===== src/rtl/gp_wr_arbiter_pkg.sv =====
// Shared sizes, defaults and the queued-write entry type for the GP
// register-file write-port arbiter.
package gp_wr_arbiter_pkg;

  localparam int SIZE_TGT_GP      = 5;
  localparam int SIZE_DATA        = 32;
  localparam int NUM_GP           = 1 << SIZE_TGT_GP;
  localparam int GP_FIFO_DEPTH    = 2;
  localparam int GP_MAX_WAIT      = 4;
  localparam int SIZE_GP_FIFO_CNT = $clog2(GP_FIFO_DEPTH) + 1;

  // One queued MC write; kill marks it as superseded by a younger WB write.
  typedef struct packed {
    logic [SIZE_TGT_GP-1:0] addr;
    logic [SIZE_DATA-1:0]   data;
    logic                   kill;
  } gp_wr_entry_t;

  // One-hot register mask for a single target address.
  function automatic logic [NUM_GP-1:0] gp_onehot(input logic [SIZE_TGT_GP-1:0] a);
    return NUM_GP'(1) << a;
  endfunction

endpackage


===== src/rtl/gp_wr_fifo.sv =====
// Small FIFO holding long-latency (MC) register writes until the write port
// is idle. Entries targeting a register the pipeline writes are killed so an
// older queued value never overwrites a younger pipeline result.
module gp_wr_fifo
  import gp_wr_arbiter_pkg::*;
#(
  parameter int  DEPTH = GP_FIFO_DEPTH,
  localparam int PW    = $clog2(DEPTH),
  localparam int CW    = PW + 1
) (
  input  logic                   iw_clk,
  input  logic                   iw_rst,
  input  logic                   iw_enq,
  input  logic [SIZE_TGT_GP-1:0] iw_enq_addr,
  input  logic [SIZE_DATA-1:0]   iw_enq_data,
  input  logic                   iw_deq,
  input  logic                   iw_kill_en,
  input  logic [SIZE_TGT_GP-1:0] iw_kill_addr,
  output logic [CW-1:0]          ow_count,
  output logic [SIZE_TGT_GP-1:0] ow_head_addr,
  output logic [SIZE_DATA-1:0]   ow_head_data,
  output logic                   ow_head_kill,
  output logic [NUM_GP-1:0]      ow_pending_mask
);

  gp_wr_entry_t     mem_q [DEPTH];
  gp_wr_entry_t     mem_d [DEPTH];
  logic [DEPTH-1:0] valid_q, valid_d;
  logic [PW-1:0]    wr_ptr_q, wr_ptr_d;
  logic [PW-1:0]    rd_ptr_q, rd_ptr_d;
  logic [CW-1:0]    count_q, count_d;
  logic             enq_s, deq_s;
  logic [NUM_GP-1:0] mask_s;

  // Next-state: kill matching live entries, then retire the head, then append.
  always_comb begin
    mem_d    = mem_q;
    valid_d  = valid_q;
    wr_ptr_d = wr_ptr_q;
    rd_ptr_d = rd_ptr_q;
    count_d  = count_q;
    enq_s    = iw_enq && (count_q < CW'(DEPTH));
    deq_s    = iw_deq && (count_q != '0);
    for (int i = 0; i < DEPTH; i++) begin
      if (valid_q[i] && !mem_q[i].kill && iw_kill_en && (mem_q[i].addr == iw_kill_addr)) begin
        mem_d[i].kill = 1'b1;
      end else begin
        mem_d[i].kill = mem_q[i].kill;
      end
    end
    if (deq_s) begin
      valid_d[rd_ptr_q] = 1'b0;
      rd_ptr_d          = rd_ptr_q + PW'(1);
    end else begin
      rd_ptr_d = rd_ptr_q;
    end
    // A same-cycle enqueue is younger than the WB write, so it lands unkilled.
    if (enq_s) begin
      mem_d[wr_ptr_q].addr = iw_enq_addr;
      mem_d[wr_ptr_q].data = iw_enq_data;
      mem_d[wr_ptr_q].kill = 1'b0;
      valid_d[wr_ptr_q]    = 1'b1;
      wr_ptr_d             = wr_ptr_q + PW'(1);
    end else begin
      wr_ptr_d = wr_ptr_q;
    end
    case ({enq_s, deq_s})
      2'b10:   count_d = count_q + CW'(1);
      2'b01:   count_d = count_q - CW'(1);
      default: count_d = count_q;
    endcase
  end

  // Storage, pointers and occupancy; reset discards every queued write.
  always_ff @(posedge iw_clk or posedge iw_rst) begin
    if (iw_rst) begin
      for (int i = 0; i < DEPTH; i++) begin
        mem_q[i] <= '0;
      end
      valid_q  <= '0;
      wr_ptr_q <= '0;
      rd_ptr_q <= '0;
      count_q  <= '0;
    end else begin
      mem_q    <= mem_d;
      valid_q  <= valid_d;
      wr_ptr_q <= wr_ptr_d;
      rd_ptr_q <= rd_ptr_d;
      count_q  <= count_d;
    end
  end

  // Pending mask: registers still owed a live queued write, for decode interlock.
  always_comb begin
    mask_s = '0;
    for (int i = 0; i < DEPTH; i++) begin
      if (valid_q[i] && !mem_q[i].kill) begin
        mask_s = mask_s | gp_onehot(mem_q[i].addr);
      end else begin
        mask_s = mask_s;
      end
    end
  end

  assign ow_count        = count_q;
  assign ow_head_addr    = mem_q[rd_ptr_q].addr;
  assign ow_head_data    = mem_q[rd_ptr_q].data;
  assign ow_head_kill    = mem_q[rd_ptr_q].kill;
  assign ow_pending_mask = mask_s;

endmodule


===== src/rtl/gp_wr_arbiter.sv =====
// Arbitrates the single GP register-file write port between pipeline
// writeback (always wins) and queued MC writes drained into idle cycles.
// A starvation counter asks upstream for a writeback bubble when the queue
// head has waited too long.
module gp_wr_arbiter
  import gp_wr_arbiter_pkg::*;
#(
  parameter int  DEPTH    = GP_FIFO_DEPTH,
  parameter int  MAX_WAIT = GP_MAX_WAIT,
  localparam int CW       = $clog2(DEPTH) + 1,
  localparam int WW       = $clog2(MAX_WAIT + 1)
) (
  input  logic                   iw_clk,
  input  logic                   iw_rst,
  input  logic                   iw_wb_we,
  input  logic [SIZE_TGT_GP-1:0] iw_wb_addr,
  input  logic [SIZE_DATA-1:0]   iw_wb_data,
  input  logic                   iw_mc_valid,
  output logic                   ow_mc_ready,
  input  logic [SIZE_TGT_GP-1:0] iw_mc_addr,
  input  logic [SIZE_DATA-1:0]   iw_mc_data,
  output logic                   ow_gp_write_enable,
  output logic [SIZE_TGT_GP-1:0] ow_gp_write_addr,
  output logic [SIZE_DATA-1:0]   ow_gp_write_data,
  output logic                   ow_wb_stall,
  output logic [NUM_GP-1:0]      ow_pending_mask,
  output logic [CW-1:0]          ow_fifo_count
);

  logic [CW-1:0]          count_s;
  logic [SIZE_TGT_GP-1:0] head_addr_s;
  logic [SIZE_DATA-1:0]   head_data_s;
  logic                   head_kill_s;
  logic                   ready_s, enq_s, deq_s;
  logic                   we_s;
  logic [SIZE_TGT_GP-1:0] addr_s;
  logic [SIZE_DATA-1:0]   data_s;
  logic [WW-1:0]          wait_q, wait_d;
  logic                   stall_q;

  gp_wr_fifo #(.DEPTH(DEPTH)) u_fifo (
    .iw_clk          (iw_clk),
    .iw_rst          (iw_rst),
    .iw_enq          (enq_s),
    .iw_enq_addr     (iw_mc_addr),
    .iw_enq_data     (iw_mc_data),
    .iw_deq          (deq_s),
    .iw_kill_en      (iw_wb_we),
    .iw_kill_addr    (iw_wb_addr),
    .ow_count        (count_s),
    .ow_head_addr    (head_addr_s),
    .ow_head_data    (head_data_s),
    .ow_head_kill    (head_kill_s),
    .ow_pending_mask (ow_pending_mask)
  );

  // Port mux: WB first, else the queue head (silently dropped if killed).
  always_comb begin
    we_s    = 1'b0;
    addr_s  = '0;
    data_s  = '0;
    deq_s   = 1'b0;
    ready_s = 1'b0;
    if (iw_rst) begin
      we_s    = 1'b0;
      ready_s = 1'b0;
    end else if (iw_wb_we) begin
      we_s    = 1'b1;
      addr_s  = iw_wb_addr;
      data_s  = iw_wb_data;
      ready_s = (count_s < CW'(DEPTH));
    end else if (count_s != '0) begin
      we_s    = !head_kill_s;
      addr_s  = head_addr_s;
      data_s  = head_data_s;
      deq_s   = 1'b1;
      ready_s = (count_s < CW'(DEPTH));
    end else begin
      ready_s = 1'b1;
    end
    enq_s = iw_mc_valid && ready_s;
  end

  // Starvation counter: ages the head while it is blocked, saturating.
  always_comb begin
    wait_d = wait_q;
    if ((count_s == '0) || deq_s) begin
      wait_d = '0;
    end else if (wait_q == WW'(MAX_WAIT)) begin
      wait_d = wait_q;
    end else begin
      wait_d = wait_q + WW'(1);
    end
  end

  // Wait counter and registered stall request.
  always_ff @(posedge iw_clk or posedge iw_rst) begin
    if (iw_rst) begin
      wait_q  <= '0;
      stall_q <= 1'b0;
    end else begin
      wait_q  <= wait_d;
      stall_q <= (wait_d == WW'(MAX_WAIT));
    end
  end

  assign ow_mc_ready        = ready_s;
  assign ow_gp_write_enable = we_s;
  assign ow_gp_write_addr   = addr_s;
  assign ow_gp_write_data   = data_s;
  assign ow_wb_stall        = stall_q;
  assign ow_fifo_count      = count_s;

endmodule


===== config.mk =====
export PLATFORM = sky130hd
export DESIGN_NAME = gp_wr_arbiter
export DESIGN_NICKNAME = d
export VERILOG_FILES = /design/src/rtl/gp_wr_arbiter_pkg.sv /design/src/rtl/gp_wr_fifo.sv /design/src/rtl/gp_wr_arbiter.sv
export SDC_FILE = /design/constraint.sdc
export NUM_CORES = 1
export LEC_CHECK = 0
export ABC_AREA = 0
export CAP_MARGIN = 20
export CORE_UTILIZATION = 47
export DETAILED_ROUTE_END_ITERATION = 10
export GPL_TIMING_DRIVEN = 0
export PLACE_DENSITY = 0.79
export SKIP_CTS_REPAIR_TIMING = 1
export SYNTH_ARGS = -nofsm -noshare
export SYNTH_HDL_FRONTEND = slang
export SYNTH_SLANG_ARGS = --single-unit

===== constraint.sdc =====
create_clock -name iw_clk -period 5 [get_ports iw_clk]
set_clock_uncertainty 0.2 [all_clocks]
set_input_delay 1 -clock iw_clk [delete_from_list [all_inputs] [get_ports iw_clk]]
set_output_delay 1 -clock iw_clk [all_outputs]
set_load 0.05 [all_outputs]

# ---- Word level (Yosys, flattened, before mapping)
# Index checks and enable logic that the tools add are counted.
dict set report word_totals {
  register_bits 86
}
dict set report op_classes {
  mux 41
  n_shift 2
  add_sub_neg 5
  n_bitwise 6
  reduce_logical 19
  order_cmp 8
  eq_ne 6
}
# cell n
set op_table {}
lappend op_table {{76-bit bitwise mux} 3}
lappend op_table {{32-bit 2-to-1 mux} 5}
lappend op_table {{38-bit 2-to-1 mux} 4}
lappend op_table {{38-bit demux with 1-bit select} 3}
lappend op_table {{1-bit by 5-bit left shift with 32-bit output (first input constant)} 2}
lappend op_table {{39-bit 2-to-1 mux} 1}
lappend op_table {{33-bit 2-to-1 mux} 1}
lappend op_table {{32-bit OR} 1}
lappend op_table {{5-bit 2-to-1 mux} 3}
lappend op_table {{1-bit 2-to-1 mux} 14}
lappend op_table {{1-bit logical AND} 12}
lappend op_table {{5-bit equality test} 2}
lappend op_table {{3-bit equality test (second input constant)} 2}
lappend op_table {{3-bit 2-to-1 mux} 2}
lappend op_table {{2-bit >= comparator (second input constant)} 2}
lappend op_table {{1-bit by 2-bit < comparator with 1-bit output (second input constant)} 2}
lappend op_table {{2-bit 2-to-1 mux} 2}
lappend op_table {{1-bit inverter with 2-bit output} 2}
lappend op_table {{2-bit one-hot mux with 2 select lines} 1}
lappend op_table {{2-bit nonzero test} 2}
lappend op_table {{3-bit by 1-bit adder with 3-bit output (second input constant)} 1}
lappend op_table {{1-bit logical NOT} 3}
lappend op_table {{1-bit adder (second input constant)} 2}
lappend op_table {{2-bit by 1-bit adder with 2-bit output (second input constant)} 1}
lappend op_table {{12 further kinds} 14}

# ---- Longest topological paths before layout
# Gate-level depths: netlist of run 1.
dict set report logic_depth {
  ltp_word 9
  mapped_depth 7
}

# ---- Hierarchy
# Synthesis of run 1 repeated with hierarchy kept, for this count alone.
dict set report hier_totals {
  cells_unflattened 403
  hier_area_um2 5004.8
}
# mod instances seq_area_each_um2 cells_each area_each_um2
set by_module_without_submodules {}
lappend by_module_without_submodules {gp_wr_fifo 1 2052.0 329 4310.4}
lappend by_module_without_submodules {gp_wr_arbiter 1 100.1 74 694.4}

# ---- Least setup slack after synthesis of run 1
# Ideal clock, no wire load.
dict set report synth_timing {
  path_kind {in2out}
  startpoint {input port iw_rst}
  endpoint {output port ow_gp_write_enable}
  arrival_ns 3.574
  required_ns 3.800
  stages 3
  setup_slack_ns 0.226
  path_cell_list {buf_2 inv_1 o21a_1}
}
dict set report synth_between {
  elab_chain_len 1
}
# element line
set synth_lines {}
lappend synth_lines {{start: declaration} gp_wr_arbiter.sv:14} ;# input logic iw_rst,
lappend synth_lines {{1-bit 2-to-1 mux} gp_wr_arbiter.sv:64} ;# if (iw_rst) begin
lappend synth_lines {{end: declaration} gp_wr_arbiter.sv:22} ;# output logic ow_gp_write_enable,
# No other way between the ends.

# ---- Worst setup path after layout of run 1
dict set report layout_timing {
  startpoint {input port iw_wb_we}
  endpoint {output port ow_gp_write_addr[2]}
}
dict set report layout_between {
  elab_chain_len 2
}
# element line
set layout_lines {}
lappend layout_lines {{start: declaration} gp_wr_arbiter.sv:15} ;# input logic iw_wb_we,
lappend layout_lines {{5-bit 2-to-1 mux} gp_wr_arbiter.sv:67} ;# end else if (iw_wb_we) begin
lappend layout_lines {{5-bit 2-to-1 mux} gp_wr_arbiter.sv:64}
lappend layout_lines {{end: declaration} gp_wr_arbiter.sv:23} ;# output logic [SIZE_TGT_GP-1:0] ow_gp_write_addr,
# No other way between the ends.

==> results of run 1 <==
Yosys cell counts:
| cell | number |
|---|---|
| xnor2_1 | 14 |
| nor4_1 | 1 |
| and2_0 | 6 |
| nand3_1 | 6 |
| xor2_1 | 2 |
| a21oi_1 | 2 |
| nand3b_1 | 4 |
| ha_1 | 3 |
| a221o_1 | 37 |
| nand2_1 | 12 |
| and4bb_1 | 1 |
| inv_1 | 7 |
| a211oi_1 | 1 |
| nor2_1 | 9 |
| nand4b_1 | 2 |
| nor3b_1 | 2 |
| o21bai_1 | 1 |
| o22ai_1 | 36 |
| buf_4 | 7 |
| and3b_1 | 2 |
| or2_2 | 4 |
| nor2b_1 | 4 |
| nor4b_4 | 2 |
| and2_1 | 31 |
| nor4_2 | 1 |
| nand2b_1 | 11 |
| clkbuf_1 | 11 |
| o21a_1 | 1 |
| dfrtp_1 | 86 |
| nor3_1 | 2 |
| mux2_1 | 3 |
| buf_2 | 6 |
| buf_6 | 6 |
| nand4_1 | 2 |
| a32oi_1 | 1 |
| nor2_4 | 1 |
| mux2_2 | 71 |
worst max-delay path, cell delays in order:
cell and delay, ns:
buf_2 0.18, nor2b_1 0.14, buf_2 0.23, clkbuf_1 0.40, and2_1 0.20, a221o_1 0.10
clkdlybuf4s50_1 0.81
cell type report:
class	count	area, um2
Multi-Input combinational cell	275	2300
Clock buffer	14	173
Clock inverter	2	13.8
Inverter	7	28.8
Timing Repair Buffer	150	1520
Tap cell	133	166
Buffer	30	191
Fill cell	773	3140
Sequential cell	86	2150
logic make-up (layout without fill, tap and decap cells):
logic type,Yosys count,in the layout,share of synthesized area (%)
compound gates,79,79,13.6
xor+xnor,16,16,3.00
fa+ha+maj,3,3,0.804
buf+inv,37,203,4.66
flops,86,86,46.1
mux,74,74,17.8
simple gates,103,103,14.0
placed cells by master (no fill, tap or decap), drive strengths merged:
| cell | instances |
|---|---|
| and4bb | 1 |
| clkdlybuf4s50 | 149 |
| nor4 | 2 |
| clkinv | 1 |
| mux2 | 74 |
| inv | 8 |
| o22ai | 36 |
| a21oi | 2 |
| dfrtp | 86 |
| a211oi | 1 |
| nand3b | 4 |
| nand4 | 2 |
| o21bai | 1 |
| clkbuf | 25 |
| nor2b | 4 |
| nor3 | 2 |
| nor3b | 2 |
| a32oi | 1 |
| ha | 3 |
| nor4b | 2 |
| nand2 | 12 |
| nand3 | 6 |
| o21a | 1 |
| and2 | 37 |
| or2 | 4 |
| xor2 | 2 |
| nor2 | 10 |
| nand2b | 11 |
| buf | 20 |
| xnor2 | 14 |
| a221o | 37 |
| nand4b | 2 |
| and3b | 2 |
routing by layer:
metal / vias up / share of wire [%]
li1: 1812 / -
met3: 19 / 6.7
met5: - / 0
met1: 1951 / 41
met2: 155 / 50
met4: 0 / 1.8
worst paths after layout:
kind	cells past startpoint	from	to	slack (ns)
worst min register to register	1	flop	flop	0.30
worst min-delay path	1	flop	flop	0.30
min in group asynchronous	2	iw_rst	wait_q[0]$_DFF_PP0_	0.52
worst max register to register	4	u_fifo.ow_count[1]$_DFFE_PP0P_	flop	3.07
max in group asynchronous	3	iw_rst	u_fifo.mem_q[38]$_DFF_PP0_	3.47
worst max-delay path	7	iw_wb_we	ow_gp_write_addr[2]	0.72
where the power goes:
part / switching [mW] / total [mW] / internal, mW / leakage, nW
Clock: 0.242 / 0.466 / 0.223 / 0.0971
Combinational: 1.06 / 1.87 / 0.808 / 1.45
Sequential: 0.223 / 1.26 / 1.04 / 1.04
Total: 1.52 / 3.59 / 2.07 / 2.58
stage by stage:
step                util [%]  worst slack (ns)  TNS (ns)  area [um2]
floorplan                  -             0.226         0        4670
global placement        65.3            -0.945    -0.945        6330
detailed placement      65.6             0.710         0        6360
CTS                     67.6             0.709         0        6540
global route            67.6             0.606         0        6540
finish                  67.6             0.720         0        6540
==> impl_metrics.toml, run 1 <==
[timing]
setup_viol = 0
slew_viol_final = 0
maxSlewHeadroom_pct = 58.0
fin_crit_ns = 4.28
fin_crit_sh_pct = 85.6
hold_viol = 0
worst_pin_slew_ns = 0.629
fmaxAchievable_ghz = 0.234
rsz0062_at_grt = "false"
holdWs_ns = 0.305

[drt]
drt_iter0_markers = 199
drt_drc_violations_left = 0
ant_nets = 0
drt-total-wl_um = 12500
firstDrtPassIters = 5
viasPerCell = 5.65
vias = 3937
avgRoutedWirePerCell_um = 18.0

[floorplan]
rows = 36
pin_count = 152
start_util_pct = 48.2
core-area_um2 = 9680
die_y_um = 102
die_w_um = 102
die_area_um2 = 10300

[finish]
layout-drive-gt1-share_pct = 20.2
antenna_cells = 0
layout.cells.non_filler = 697
synthToLayoutAreaGrowth_pct = 40.1
nets = 640

[yosys]
synthCells = 398
ys_seq_area_share_pct = 46.1
netlist.top_cell.by_area = "dfrtp_1"
syn_nets = 479
avgSynthCellArea_um2 = 11.7
synth_warnings = 0
netlist_area_um2 = 4670
synth_top_area_share_pct = 46.1
synth_seq_cells = 86
synth_cell_types = 37
synth_area_leaders = "dfrtp_1 46%, mux2_2 17%, a221o_1 7.9%, o22ai_1 4.8%, and2_1 4.2%"

[placement]
dp.final_hpwl_um = 9350
numPortBuffers = 149
dp.cells = 681
gp_congestion = 0.938

[clocking]
cts_root_buffer = "clkbuf_8"
clock_latency_ns = 0.35
clk_path_buf_depth = 2
tritoncts = "yes"
cts_buffers = 9
clk_transition_reported_paths_ns = 0.08
numClockSinks = 86
h-tree-depth = 3

[critical_path]
worstSetupEndpointType = "output port"
path_class = "input port to output port"
critPathRequiredTime_ns = 3.80
worstSetupStartpointType = "input port"
arrival_ns = 3.08
crit_fanout = 10

[pwr]
power_density_nw_per_um2 = 549
power.leakage_nw = 2.58
finalPower_mw = 3.59
ir_drop_mv = 0.258

[global_routing]
use_met1_pct = 30.9
grt.overflow.total = 0
grt_usage_pct = 25.5
met3_usage_pct = 4.90
grt_pass1_wl_um = 20300
grt_max_degree = 66
met2_usage_pct = 44.1
grt_pass1_vias = 4082
grt.busiest_layer = "met2"
antenna_found_initial = 0

[min_path]
hold_class = "flop to flop"

[job]
cap_violations = 0

[status]
outcome = "finished, final reports clean"
Power figures use the tool's default switching activity.
==> run 2, diff against run 1 <==
--- a/config.mk
+++ b/config.mk
@@ -15,3 +15,4 @@
 export SYNTH_ARGS = -nofsm -noshare
 export SYNTH_HDL_FRONTEND = slang
 export SYNTH_SLANG_ARGS = --single-unit
+export TNS_END_PERCENT = 20
==> results of run 2 <==
The final DEF is identical to that of run 1; final timing and power are the same.
